### src/rtl/melody_sequencer.sv
// Fixed 25-entry melody sequencer: LOAD/NOTE/SPACE FSM stepping a note ROM on a tick timebase.
// Optional feature macro MELODY_TEMPO_SEL_EN adds a 2-bit tempo input (tick period = TICK_CYCLES >> tempo).
module melody_sequencer #(
  parameter int unsigned TICK_CYCLES = 683593
) (
  input  logic       clk,
  input  logic       rst,
  input  logic       run,
  input  logic       restart,
`ifdef MELODY_TEMPO_SEL_EN
  input  logic [1:0] tempo,
`endif
  output logic [2:0] note,
  output logic       gate,
  output logic       note_start,
  output logic [4:0] melody_pos,
  output logic       loop_done
);

  typedef enum logic [1:0] {
    S_LOAD  = 2'd0,
    S_NOTE  = 2'd1,
    S_SPACE = 2'd2
  } state_t;

  localparam logic [19:0] TICK_W = 20'(TICK_CYCLES);

  // ROM entry as {note[2:0], long}
  function automatic logic [3:0] rom_entry(input logic [4:0] idx);
    logic [3:0] v;
    case (idx)
      5'd0:    v = {3'd1, 1'b1};
      5'd1:    v = {3'd0, 1'b1};
      5'd2:    v = {3'd3, 1'b0};
      5'd3:    v = {3'd2, 1'b1};
      5'd4:    v = {3'd5, 1'b0};
      5'd5:    v = {3'd3, 1'b0};
      5'd6:    v = {3'd4, 1'b0};
      5'd7:    v = {3'd5, 1'b1};
      5'd8:    v = {3'd5, 1'b1};
      5'd9:    v = {3'd4, 1'b1};
      5'd10:   v = {3'd3, 1'b1};
      5'd11:   v = {3'd3, 1'b0};
      5'd12:   v = {3'd4, 1'b0};
      5'd13:   v = {3'd5, 1'b0};
      5'd14:   v = {3'd4, 1'b0};
      5'd15:   v = {3'd2, 1'b0};
      5'd16:   v = {3'd1, 1'b0};
      5'd17:   v = {3'd0, 1'b0};
      5'd18:   v = {3'd2, 1'b0};
      5'd19:   v = {3'd1, 1'b0};
      5'd20:   v = {3'd4, 1'b0};
      5'd21:   v = {3'd3, 1'b0};
      5'd22:   v = {3'd5, 1'b0};
      5'd23:   v = {3'd4, 1'b0};
      5'd24:   v = {3'd5, 1'b0};
      default: v = {3'd1, 1'b1};
    endcase
    return v;
  endfunction

  state_t      r_state, w_state_nxt;
  logic [19:0] r_tick_cnt, w_tick_cnt_nxt;
  logic [2:0]  r_dur_cnt, w_dur_cnt_nxt;
  logic [4:0]  r_pos, w_pos_nxt;
  logic [2:0]  r_note, w_note_nxt;
  logic        r_note_start, w_note_start_nxt;
  logic        r_loop_done, w_loop_done_nxt;
  logic [19:0] w_period;
  logic        w_tick;
  logic [3:0]  w_entry;
  logic [3:0]  w_entry_next;
  logic [4:0]  w_pos_inc;
  logic [2:0]  w_dur_limit;

  assign w_tick = run && (r_state != S_LOAD) && (r_tick_cnt == (w_period - 20'd1));

`ifdef MELODY_TEMPO_SEL_EN
  logic [1:0]  r_tempo;
  logic [19:0] w_shift;

  assign w_shift  = TICK_W >> r_tempo;
  assign w_period = (w_shift == 20'd0) ? 20'd1 : w_shift;

  // Tempo only changes at tick boundaries or while waiting in LOAD
  always_ff @(posedge clk) begin
    if (rst) begin
      r_tempo <= 2'd0;
    end else if ((r_state == S_LOAD) || w_tick) begin
      r_tempo <= tempo;
    end else begin
      r_tempo <= r_tempo;
    end
  end
`else
  assign w_period = TICK_W;
`endif

  assign w_entry      = rom_entry(r_pos);
  assign w_pos_inc    = (r_pos == 5'd24) ? 5'd0 : (r_pos + 5'd1);
  assign w_entry_next = rom_entry(w_pos_inc);
  assign w_dur_limit  = w_entry[0] ? 3'd6 : 3'd2;

  // Next-state and next-value logic; restart overrides everything else
  always_comb begin
    w_state_nxt      = r_state;
    w_tick_cnt_nxt   = r_tick_cnt;
    w_dur_cnt_nxt    = r_dur_cnt;
    w_pos_nxt        = r_pos;
    w_note_nxt       = r_note;
    w_note_start_nxt = 1'b0;
    w_loop_done_nxt  = 1'b0;
    if (restart) begin
      w_state_nxt    = S_LOAD;
      w_tick_cnt_nxt = 20'd0;
      w_dur_cnt_nxt  = 3'd0;
      w_pos_nxt      = 5'd0;
      w_note_nxt     = 3'd1;
    end else begin
      case (r_state)
        S_LOAD: begin
          if (run) begin
            w_state_nxt      = S_NOTE;
            w_tick_cnt_nxt   = 20'd0;
            w_dur_cnt_nxt    = 3'd0;
            w_note_start_nxt = 1'b1;
          end else begin
            w_state_nxt = S_LOAD;
          end
        end
        S_NOTE: begin
          if (!run) begin
            w_state_nxt = S_NOTE;
          end else if (w_tick) begin
            w_tick_cnt_nxt = 20'd0;
            if (r_dur_cnt == w_dur_limit) begin
              w_state_nxt   = S_SPACE;
              w_dur_cnt_nxt = 3'd0;
            end else begin
              w_dur_cnt_nxt = r_dur_cnt + 3'd1;
            end
          end else begin
            w_tick_cnt_nxt = r_tick_cnt + 20'd1;
          end
        end
        S_SPACE: begin
          if (!run) begin
            w_state_nxt = S_SPACE;
          end else if (w_tick) begin
            w_tick_cnt_nxt   = 20'd0;
            w_state_nxt      = S_NOTE;
            w_pos_nxt        = w_pos_inc;
            w_note_nxt       = w_entry_next[3:1];
            w_note_start_nxt = 1'b1;
            w_loop_done_nxt  = (r_pos == 5'd24);
          end else begin
            w_tick_cnt_nxt = r_tick_cnt + 20'd1;
          end
        end
        default: begin
          w_state_nxt    = S_LOAD;
          w_tick_cnt_nxt = 20'd0;
          w_dur_cnt_nxt  = 3'd0;
          w_pos_nxt      = 5'd0;
          w_note_nxt     = 3'd1;
        end
      endcase
    end
  end

  // State and datapath registers
  always_ff @(posedge clk) begin
    if (rst) begin
      r_state      <= S_LOAD;
      r_tick_cnt   <= 20'd0;
      r_dur_cnt    <= 3'd0;
      r_pos        <= 5'd0;
      r_note       <= 3'd1;
      r_note_start <= 1'b0;
      r_loop_done  <= 1'b0;
    end else begin
      r_state      <= w_state_nxt;
      r_tick_cnt   <= w_tick_cnt_nxt;
      r_dur_cnt    <= w_dur_cnt_nxt;
      r_pos        <= w_pos_nxt;
      r_note       <= w_note_nxt;
      r_note_start <= w_note_start_nxt;
      r_loop_done  <= w_loop_done_nxt;
    end
  end

  assign note       = r_note;
  assign gate       = (r_state == S_NOTE) && run;
  assign note_start = r_note_start;
  assign melody_pos = r_pos;
  assign loop_done  = r_loop_done;

endmodule

### config.mk
export PLATFORM = sky130hd
export DESIGN_NAME = melody_sequencer
export DESIGN_NICKNAME = d
export VERILOG_FILES = /design/src/rtl/melody_sequencer.sv
export SDC_FILE = /design/constraint.sdc
export NUM_CORES = 1
export LEC_CHECK = 0
export CAP_MARGIN = 10
export CORE_MARGIN = 2
export CORE_UTILIZATION = 40
export CTS_BUF_LIST = sky130_fd_sc_hd__clkbuf_16
export DETAILED_ROUTE_END_ITERATION = 10
export HOLD_SLACK_MARGIN = 0.08
export PLACE_DENSITY = 0.56
export SYNTH_ARGS = -nofsm -noshare
export SYNTH_HDL_FRONTEND = slang
export SYNTH_SLANG_ARGS = --single-unit
### constraint.sdc
create_clock -name clk -period 3.1 [get_ports clk]
set_input_delay 0.62 -clock clk [delete_from_list [all_inputs] [get_ports clk]]
set_output_delay 0.62 -clock clk [all_outputs]
set_load 0.05 [all_outputs]
### Word level (Yosys, flattened, before mapping)

Memories as Yosys holds them, arrays and structs flattened. A register that Yosys moved wholly into a read port is not among the register bits.
Index checks and enable logic that the tools add are counted.

| operators by class | value |
|---|---|
| add/subtract/negate cells | 3 |
| reductions and logical operators | 13 |
| shifts and indexed selects | 0 |
| multiplexer cells | 30 |
| eq/ne operators | 14 |
| order comparisons | 0 |
| div/mod/pow operators | 0 |
| multipliers | 0 |
| bitwise operators | 4 |

Operators with widths:

| cell | count |
|---|---|
| two-way mux 20 bit | 3 |
| one-hot mux 20 bit (2 select lines) | 1 |
| two-way mux 5 bit | 5 |
| two-way mux 3 bit | 7 |
| adder 20 x 1 -> 20 bit, second input constant | 1 |
| equality test 20 bit, second input constant | 1 |
| two-way mux 2 bit | 5 |
| inequality test 2 bit, second input constant | 5 |
| one-hot mux 5 bit (2 select lines) | 1 |
| inequality test 3 bit, second input constant | 3 |
| one-hot mux 3 bit (3 select lines) | 1 |
| one-hot mux 2 bit (3 select lines) | 1 |
| one-hot mux 3 bit (2 select lines) | 1 |
| AND reduction 3 bit | 2 |
| OR reduction 2 bit | 3 |
| adder 5 x 1 -> 5 bit, second input constant | 1 |
| equality test 5 bit, second input constant | 1 |
| OR reduction 5 bit | 1 |
| two-way mux 1 bit | 4 |
| inverter 1 bit | 4 |
| AND reduction 4 bit | 1 |
| adder 3 x 1 -> 3 bit, second input constant | 1 |
| equality test 3 bit | 1 |
| logical AND 1 bit | 3 |
| 7 further kinds | 7 |

| storage, ports and cells | value |
|---|---|
| register bits after elaboration | 35 |
| latch bits | 0 |
| memory bits (writable) | 0 |
| bits in read-only memories | 256 |
| output and inout bits | 11 |
| memories | 2 |

Memories:

| name | words | bits a word | read ports | clocked after Yosys merged registers in | write ports | line | text |
|---|---|---|---|---|---|---|---|
| (name not given) | 32 | 4 | 1 | 0 | 0 | 31 | `case (idx)` |
| (name not given) | 32 | 4 | 1 | 1 | 0 | 31 |  |

### Depth between registers and ports, before layout

Gate-level depths: netlist of the first run.

| logic depth | value |
|---|---|
| depth in word-level cells | 8 |
| mapped depth | 12 |
| depth with buffers taken out | 11 |

### Least setup slack after synthesis of the first run

No wires, ideal clock.

| timing path | value |
|---|---|
| kind | register -> register |
| start | register r_pos[0], in the netlist melody_pos[0] |
| end | register r_note[0], in the netlist note[0] |
| cell stages (with the launch flop) | 13 |
| setup slack | 0.553 ns |
| data arrival time | 2.473 ns |
| period minus slack after synthesis | 2.547 ns |
| data required time | 3.026 ns |
| setup time | 0.074 ns |
| path through | dfxtp_1 -> inv_1 -> ha_1 -> nand4b_1 -> and2_1 -> clkbuf_1 -> inv_1 -> ha_1 -> a22o_1 -> mux2i_1 -> o22ai_1 -> and3_1 -> o21ai_0 |

| between the ends | value |
|---|---|
| word-level cells in the longest chain between the ends | 6 |
| elaborated cells between the ends (all ways) | 7 |
| classes of those cells | add/sub (1); eq/ne (1); mux (4); memory (1) |

RTL lines:

| item | line | text |
|---|---|---|
| start, declared | 65 | `logic [4:0] r_pos, w_pos_nxt;` |
| start signal, assigned | 185 | `r_pos <= w_pos_nxt;` |
| adder 5 x 1 -> 5 bit / equality test 5 bit (equally long branches) | 100 | `assign w_pos_inc = (r_pos == 5'd24) ? 5'd0 : (r_pos + 5'd1);` |
| two-way mux 5 bit * | 100 |  |
| memory (32 x 4 bit) * | -- |  |
| two-way mux 3 bit * | 149 | `end else if (w_tick) begin` |
| two-way mux 3 bit * | 147 | `if (!run) begin` |
| one-hot mux 3 bit (2 select lines) * | 120 | `case (r_state)` |
| end signal, assigned | 186 | `r_note <= w_note_nxt;` |
| end, declared | 66 | `logic [2:0] r_note, w_note_nxt;` |

Mark *: on every way between the ends. The rest lies on a longest branch, timed or not. The select of a mux whose other input is x is not followed.
A chain may end at the register's enable or synchronous reset.

### Final worst setup path of the first run

| timing path | value |
|---|---|
| start | register r_tick_cnt[0] |
| end | register, netlist name w_entry[0] |

| between the ends | value |
|---|---|
| word-level cells in the longest chain between the ends | 6 |

RTL lines:

| item | line | text |
|---|---|---|
| start, declared | 63 | `logic [19:0] r_tick_cnt, w_tick_cnt_nxt;` |
| start signal, assigned | 183 | `r_tick_cnt <= w_tick_cnt_nxt;` |
| equality test 20 bit | 76 | `assign w_tick = run && (r_state != S_LOAD) && (r_tick_cnt == (w_period - 20'd1));` |
| logical AND 1 bit | 76 |  |
| inequality test 2 bit (no source line) | -- |  |
| AND reduction 3 bit (no source line) | -- |  |
| two-way mux 5 bit (no source line) (2 in a row) | -- |  |

No other way between the ends.

==> results of run 1 <==
==> flip-flops by register name, summed over array words and instances, names as in the netlist <==
name,flops
melody_pos,5
r_dur_cnt,3
r_tick_cnt,20
w_entry,1
note_start,1
loop_done,1
r_state,2
note,3
==> power by group through the flow <==
stage / combinational (mW) / sequential, mW / clock (mW)
floorplan: 0.0315 / 0.478 / 0
global placement: 0.0503 / 0.476 / 0
detailed placement: 0.0501 / 0.476 / 0
CTS: 0.0505 / 0.466 / 0.477
global route: 0.0555 / 0.466 / 0.494
finish: 0.0497 / 0.466 / 0.460
==> layout make-up <==
cell class              instances  area [um2]  area share, %
clock buffers                   5         125           4.75
repair buffers                 20         183           6.94
clock inverters                 3        11.3          0.428
multi-input cells             224        1460           55.2
flip-flops and latches         36         721           27.4
well taps                      72        90.1           3.42
inverters                      13        48.8           1.85
==> tightest hold or removal path: stages (launching register included) <==
cell	delay, ps
dfxtp_1	330
nand2_1	60
a21oi_1	50
==> stage by stage <==
step                util, %  power [mW]  hold slack, ps
finish                 47.8       0.976             485
global route           47.8        1.02             534
CTS                    47.8       0.994             490
detailed placement     45.4       0.526             482
global placement       45.4       0.526             467
floorplan                 -       0.509             452
==> placed cells by master, fill, tap and decap left out, drive strengths merged, types with 3 or more instances in the layout <==
cell type | Yosys | layout
nor2 | 43 | 43
dfxtp | 36 | 36
nand2 | 23 | 23
nand3 | 16 | 16
inv | 13 | 15
ha | 15 | 15
a21oi | 13 | 13
clkdlybuf4s50 | 0 | 13
nand4 | 10 | 10
xor2 | 9 | 9
xnor2 | 9 | 9
o21ai | 8 | 8
and3 | 7 | 7
nor3 | 7 | 7
buf | 4 | 7
clkbuf | 9 | 5
and2 | 4 | 4
nor4 | 4 | 4
nand4b | 3 | 3
mux2i | 3 | 3
nand2b | 3 | 3
a31oi | 3 | 3
o211ai | 3 | 3
nor2b | 3 | 3
nand3b | 3 | 3
==> cells in the mapped netlist (6+ instances only) <==
cell type,instances
xor2_1,9
and3_1,7
ha_1,15
nor2_1,42
clkbuf_1,9
nor3_1,7
nand2_1,23
dfxtp_1,36
a21oi_1,13
nand3_1,16
o21ai_0,6
nand4_1,10
xnor2_1,9
inv_1,13
==> how the worst min path moves through the flow <==
stage	start	to
after floorplan	r_dur_cnt[1]	r_dur_cnt[1]
after global placement	r_dur_cnt[1]	r_dur_cnt[1]
after detailed placement	r_dur_cnt[1]	r_dur_cnt[1]
after CTS	r_dur_cnt[1]	r_dur_cnt[1]
after global routing	r_dur_cnt[1]	r_dur_cnt[1]
final	r_dur_cnt[1]	r_dur_cnt[1]
==> metal layers <==
layer | routed length [um] | track usage (%)
met5 | 0 | 0
met3 | 188 | 3.17
met4 | 74 | 6.21
met2 | 2360 | 27.8
met1 | 2440 | 23.0
==> cells by family (layout without fill, tap and decap cells) <==
| family | count (synthesis) | in the layout |
|---|---|---|
| simple gates | 141 | 141 |
| buf+inv | 26 | 41 |
| mux | 5 | 5 |
| xor+xnor | 18 | 18 |
| fa+ha+maj | 15 | 15 |
| compound gates | 45 | 45 |
| flops | 36 | 36 |
==> results.cfg, run 1 <==
[clocking]
ctsResizeCount = 0
clockRootBuffer = clkbuf_16
cts_sinks = 36
h-tree-depth = 2
tritoncts = built
clk_pin_slew_ps = 50
insertion_delay_ps = 270
numCtsBuffers = 5
clockBufferDepth = 2
holdBufCountCts = 0
postCtsSetupBuffers = 0

[min_path]
min_path_type = flip-flop to flip-flop
whs_path_depth = 2

[critical_path]
startpoint_type = flip-flop
critPathMaxFanout = 5
path_buf_inv = 1
arrival_ps = 2950
endpoint_kind = flip-flop
endpoint = w_entry[0]
r2r_slack_ps = 360
worstPathRequired_ps = 3310
cp_top_family = simple AND/OR/NAND/NOR gates
slowest_stage = or4_4
r2r_end = w_entry[0]
worst-path-stages = 9
reg2reg_from = r_tick_cnt[0]
cp-startpoint = r_tick_cnt[0]
crit_type = flip-flop to flip-flop
slowest_delay_ps = 560
crit_chain = inv_1, ha_1, or4b_1, or4_4, nor2_2, mux2_2, nor4_1, a31oi_1, nand4_1
reg2reg_depth = 9

[yosys]
synth_edf_count = 0
synthCells = 286
syn_nets = 305
synth_xor_area_share_pct = 6.89
ys_async_sr_fraction_pct = 0
yosys-mux-area-fraction_pct = 2.30
netlist_area_um2 = 2290
synth-adder-area-share_pct = 8.21
synth.largest_area_cell = dfxtp_1
synthSimpleGateAreaFrac_pct = 33.2
avgSynthCellArea_um2 = 8.00
synth_area_leaders = dfxtp_1 32%, ha_1 8.2%, nor2_1 6.9%
synth_flop_cell = dfxtp_1
seq_area_frac_synth_pct = 31.5
synth_top_family_by_area = simple AND/OR/NAND/NOR gates
synth-warning-count = 0
synth_compound_area_share_pct = 13.1
synth_top_area_share_pct = 31.5
ys_seq_elements = 36
synth.distinct_cells = 56

[die]
die_area_um2 = 6340
die_y_um = 79.6
start_util_pct = 41.5
die_w_um = 79.6
core-area_um2 = 5510
boundaryPins = 15
row_count = 27

[route]
vias = 2052
wl_per_cell_um = 13.6
drcViolationCount = 0
routed_wl_um = 5060
drt_iter0_drc = 88
vias_per_cell = 5.50
antenna_left = 0
drt_first_pass_iters = 4

[final_layout]
layout.cells.non_filler = 373
syn_to_final_growth_pct = 15.2
diodes = 0
final_area_um2 = 2630
nFillCells = 571
nets = 319
drive_gt1_share_pct = 7.97

[pwr]
peakVddDrop_v = 0.000209
internal-power_mw = 0.771
power_frac_seq_pct = 47.8
clkPwrFrac_pct = 47.1
leakagePower_nw = 1.00
p_sw_mw = 0.205
power_density_nw_per_um2 = 371
switching_share_pct = 21.0
p_comb_share_pct = 5.1

[timing]
fin_setup_tns_ps = 0
worst_clock_skew_ps = 4.24
drv_slew = 0
period_needed_ps = 2740
rsz0062_at_grt = false
relSlewSlack_pct = 66.5
max_clock_freq_ghz = 0.365
worst_slack_ps = 359
finalSetupViolations = 0
finalHoldViolations = 0
period_share_pct = 88.4
worst_pin_slew_ps = 501

[place]
placed_area_um2 = 2500
place.gp.congestion = 0.883
numPlacedInstances = 365
hpwl_um = 3780
io_buffers = 14
preCtsSetupSlack_ps = 371

[global_routing]
groute.usage.overall_pct = 17.3
grt_overflow_total = 0
grt_antenna_before_repair = 0
grt_first_pass_wirelength_um = 8740
grt_pass1_vias = 1833
grt_max_degree = 19

[run_status]
status = finished, final reports clean

[run]
max_cap_violations = 0
No activity file was read; power rests on OpenSTA's default activity.
==> run 2: changes to the inputs <==
--- a/config.mk
+++ b/config.mk
@@ -7,11 +7,11 @@
 export LEC_CHECK = 0
 export CAP_MARGIN = 10
 export CORE_MARGIN = 2
-export CORE_UTILIZATION = 40
+export CORE_UTILIZATION = 42
 export CTS_BUF_LIST = sky130_fd_sc_hd__clkbuf_16
 export DETAILED_ROUTE_END_ITERATION = 10
 export HOLD_SLACK_MARGIN = 0.08
-export PLACE_DENSITY = 0.56
+export PLACE_DENSITY = 0.58
 export SYNTH_ARGS = -nofsm -noshare
 export SYNTH_HDL_FRONTEND = slang
 export SYNTH_SLANG_ARGS = --single-unit
==> results.cfg, run 2 (synthesized netlist as in run 1, its figures left out) <==
[place]
io_buffers = 14
numPlacedInstances = 362
preCtsSetupSlack_ps = 317
placed_area_um2 = 2490
place.gp.congestion = 0.890
hpwl_um = 3610

[min_path]
min_to = r_dur_cnt[1]
min_path_type = flip-flop to flip-flop
hold_start = r_dur_cnt[1]
whs_path_depth = 2

[clocking]
holdBufCountCts = 0
clockBufferDepth = 2
numCtsBuffers = 5
h-tree-depth = 2
clk_pin_slew_ps = 60
tritoncts = built
clockRootBuffer = clkbuf_16
cts_sinks = 36
ctsResizeCount = 0
insertion_delay_ps = 280
postCtsSetupBuffers = 0

[timing]
worst_slack_ps = 305
fin_setup_tns_ps = 0
relSlewSlack_pct = 62.0
hold_slack_ps = 489
worst_clock_skew_ps = 3.63
worst_pin_slew_ps = 564
finalSetupViolations = 0
period_share_pct = 90.2
rsz0062_at_grt = false
period_needed_ps = 2800
drv_slew = 0
max_clock_freq_ghz = 0.358
finalHoldViolations = 0

[global_routing]
grt_first_pass_wirelength_um = 8860
grt_pass1_vias = 1888
groute.usage.overall_pct = 18.1
grt_max_degree = 19
grt_antenna_before_repair = 0
grt_overflow_total = 0

[critical_path]
arrival_ps = 3010
worstPathRequired_ps = 3310
endpoint_kind = flip-flop
reg2reg_from = r_tick_cnt[0]
r2r_end = w_entry[0]
crit_type = flip-flop to flip-flop
reg2reg_depth = 9
r2r_slack_ps = 300
critPathMaxFanout = 9
startpoint_type = flip-flop

[route]
antenna_left = 0
routed_wl_um = 5050
vias_per_cell = 5.42
drt_iter0_drc = 123
drcViolationCount = 0
drt_first_pass_iters = 4
wl_per_cell_um = 13.6
vias = 2007

[run]
max_cap_violations = 0

[final_layout]
final_common_cell = nor2_1
diodes = 0
syn_to_final_growth_pct = 18.2
layout.cells.non_filler = 370
nFillCells = 486
finalCoreUtilization_pct = 52.2
regMostFlops = r_tick_cnt
final_area_um2 = 2700
nets = 318
final_cell_mix = 42 x nor2_1, 36 x dfxtp_1, 23 x nand2_1
drive_gt1_share_pct = 8.67
largest_reg_flops = 20

[run_status]
status = finished, final reports clean

[pwr]
leakagePower_nw = 1.03
power_density_nw_per_um2 = 462
peakVddDrop_v = 0.000258
power.total_mw = 1.25

[die]
start_util_pct = 44.2
die_w_um = 77.8
core-area_um2 = 5170
boundaryPins = 15
die_area_um2 = 6050
die_y_um = 77.8
row_count = 26
-- run 2: changes by cell type in the layout (fill, tap and decap cells not counted) --
cell       previous run  this run
clkinv_1              1         0
bufinv_16             0         3
buf_4                 7         6
inv_1                15        13
-- run 2: routing by layer --
layer | wire, um | global-route usage, % | part of all wire, % | up-vias
met5 | 0 | 0 | 0 | -
met4 | 51 | 6.79 | 1.0 | 0
met3 | 155 | 2.79 | 3.1 | 4
met2 | 2160 | 26.8 | 43 | 29
met1 | 2680 | 26.2 | 53 | 936
li1 | - | - | - | 1038
-- run 2: worst max-delay path, stage by stage, from the launching register on --
cell	delay, ps
dfxtp_1	330
inv_1	80
ha_1	160
or4b_1	430
or4_4	560
nor2_2	350
mux2_2	410
nor4_1	260
a31oi_1	70
nand4_1	100
-- run 2: where the power goes --
part | internal [mW] | switching (mW)
Sequential | 0.465 | 0.00148
Combinational | 0.0175 | 0.0322
Clock | 0.542 | 0.190
-- run 2: how the worst max path moves through the flow --
stage,start,endpoint,slack [ps],cells after the start
finish,r_tick_cnt[0],w_entry[0],300,9
CTS,r_tick_cnt[0],w_entry[0],300,9
detailed placement,r_tick_cnt[0],w_entry[0],320,9
floorplan,melody_pos[0],note[0],550,12
global placement,r_tick_cnt[0],w_entry[0],380,9
global route,r_tick_cnt[0],w_entry[0],140,9
-- run 2: final cells by class --
class                   instances  area [um2]  area share, %
multi-input cells             224        1460           53.8
well taps                      70        87.6           3.24
inverters                      13        48.8           1.81
repair buffers                 19         175           6.48
clock buffers                   5         125           4.63
clock inverters                 3        90.1           3.33
flip-flops and latches         36         721           26.7
==> run 3: changes to the inputs <==
==> constraint.sdc (replaced) <==
create_clock -name clk -period 2.97 [get_ports clk]
set_input_delay 0.594 -clock clk [delete_from_list [all_inputs] [get_ports clk]]
set_output_delay 0.594 -clock clk [all_outputs]
set_load 0.05 [all_outputs]
==> results.cfg, run 3 (synthesized netlist as in run 1, its figures left out) <==
[run_status]
status = finished, final reports clean

[critical_path]
worstPathRequired_ps = 3120
cp-startpoint = r_tick_cnt[0]
reg2reg_from = r_tick_cnt[0]
r2r_slack_ps = 240
critPathMaxFanout = 10
startpoint_type = flip-flop
crit_type = flip-flop to flip-flop
endpoint_kind = flip-flop
reg2reg_depth = 10
arrival_ps = 2880

[final_layout]
regMostFlops = r_tick_cnt
nFillCells = 496
nets = 320
final_cell_mix = 42 x nor2_1, 36 x dfxtp_1, 23 x nand2_1
layout.cells.non_filler = 372
drive_gt1_share_pct = 9.27
syn_to_final_growth_pct = 17.3
largest_reg_flops = 20
finalCoreUtilization_pct = 51.9
diodes = 0
final_common_cell = nor2_1
final_area_um2 = 2680

[clocking]
holdBufCountCts = 0
clk_pin_slew_ps = 60
clockRootBuffer = clkbuf_16
tritoncts = built
numCtsBuffers = 5
ctsResizeCount = 0
insertion_delay_ps = 280
cts_sinks = 36
h-tree-depth = 2
postCtsSetupBuffers = 0
clockBufferDepth = 2

[route]
vias_per_cell = 5.29
drt_iter0_drc = 117
routed_wl_um = 4950
routedLengthMet1_um = 2630
met3_length_um = 135
antenna_left = 0
routed.top_layer = met4
drcViolationCount = 0
drt_first_pass_iters = 4
vias = 1967
dr_wl_met2_um = 2110
wl_per_cell_um = 13.3

[timing]
worst_pin_slew_ps = 503
relSlewSlack_pct = 66.2
drv_slew = 0
finalSetupViolations = 0
period_share_pct = 91.8
worst_clock_skew_ps = 4.08
rsz0062_at_grt = false
max_clock_freq_ghz = 0.367
period_needed_ps = 2730
fin_setup_tns_ps = 0
finalHoldViolations = 0
hold_slack_ps = 486

[die]
die_w_um = 77.8
boundaryPins = 15
core-area_um2 = 5170
die_area_um2 = 6050
start_util_pct = 44.2
die_y_um = 77.8
row_count = 26

[run]
max_cap_violations = 0

[place]
place.gp.congestion = 0.821
placed_area_um2 = 2510
numPlacedInstances = 364
io_buffers = 14
hpwl_um = 3690

[min_path]
min_path_type = flip-flop to flip-flop
whs_path_depth = 2
hold_start = r_dur_cnt[1]

[pwr]
peakVddDrop_v = 0.000230
power_density_nw_per_um2 = 424
leakagePower_nw = 1.01

[global_routing]
grt_overflow_total = 0
grt_first_pass_wirelength_um = 8620
grt_pass1_vias = 1855
grt_antenna_before_repair = 0
grt_max_degree = 19
groute.usage.overall_pct = 17.6
run 3: cell types whose count changed in the layout (fill, tap and decap cells not counted), sizes merged:
cell      delta
clkinvlp     +1
buf          +2
clkinv       +1
bufinv       -2
run 3: metal layers:
metal  vias to the layer above  global-route usage (%)
met5                         -                       0
li1                       1040                       -
met3                         5                    3.14
met4                         0                    5.89
met1                       895                    25.3
met2                        27                    26.6
run 3: where the power goes:
part	total (mW)	internal, mW	switching (mW)
Clock	0.597	0.394	0.203
Combinational	0.0527	0.0194	0.0333
Sequential	0.486	0.485	0.00149
Total	1.14	0.898	0.238
run 3: layout make-up:
class	count	area (um2)	area share (%)
Tap cell	70	87.6	3.26
Clock buffer	5	125	4.66
Multi-Input combinational cell	224	1460	54.2
Inverter	13	48.8	1.82
Clock inverter	3	42.5	1.59
Sequential cell	36	721	26.9
Timing Repair Buffer	21	203	7.56
run 3: metrics by stage:
| step | power [mW] | setup WS [ps] |
|---|---|---|
| floorplan | 0.532 | 423 |
| global placement | 0.550 | 368 |
| detailed placement | 0.550 | 287 |
| CTS | 1.15 | 259 |
| global route | 1.18 | 91.9 |
| finish | 1.14 | 243 |
run 3: final timing paths:
check                  to
max            w_entry[0]
min          r_dur_cnt[1]
max reg2reg    w_entry[0]
min reg2reg  r_dur_cnt[1]
run 3: critical path, stage by stage (launching register included):
cell and delay [ps]:
dfxtp_1 330, inv_1 80, ha_1 160, or4b_1 440
or4_4 560, nor2_2 240, buf_4 230, mux2i_1 250
nor4_1 70, a31oi_1 150, nand4_1 100
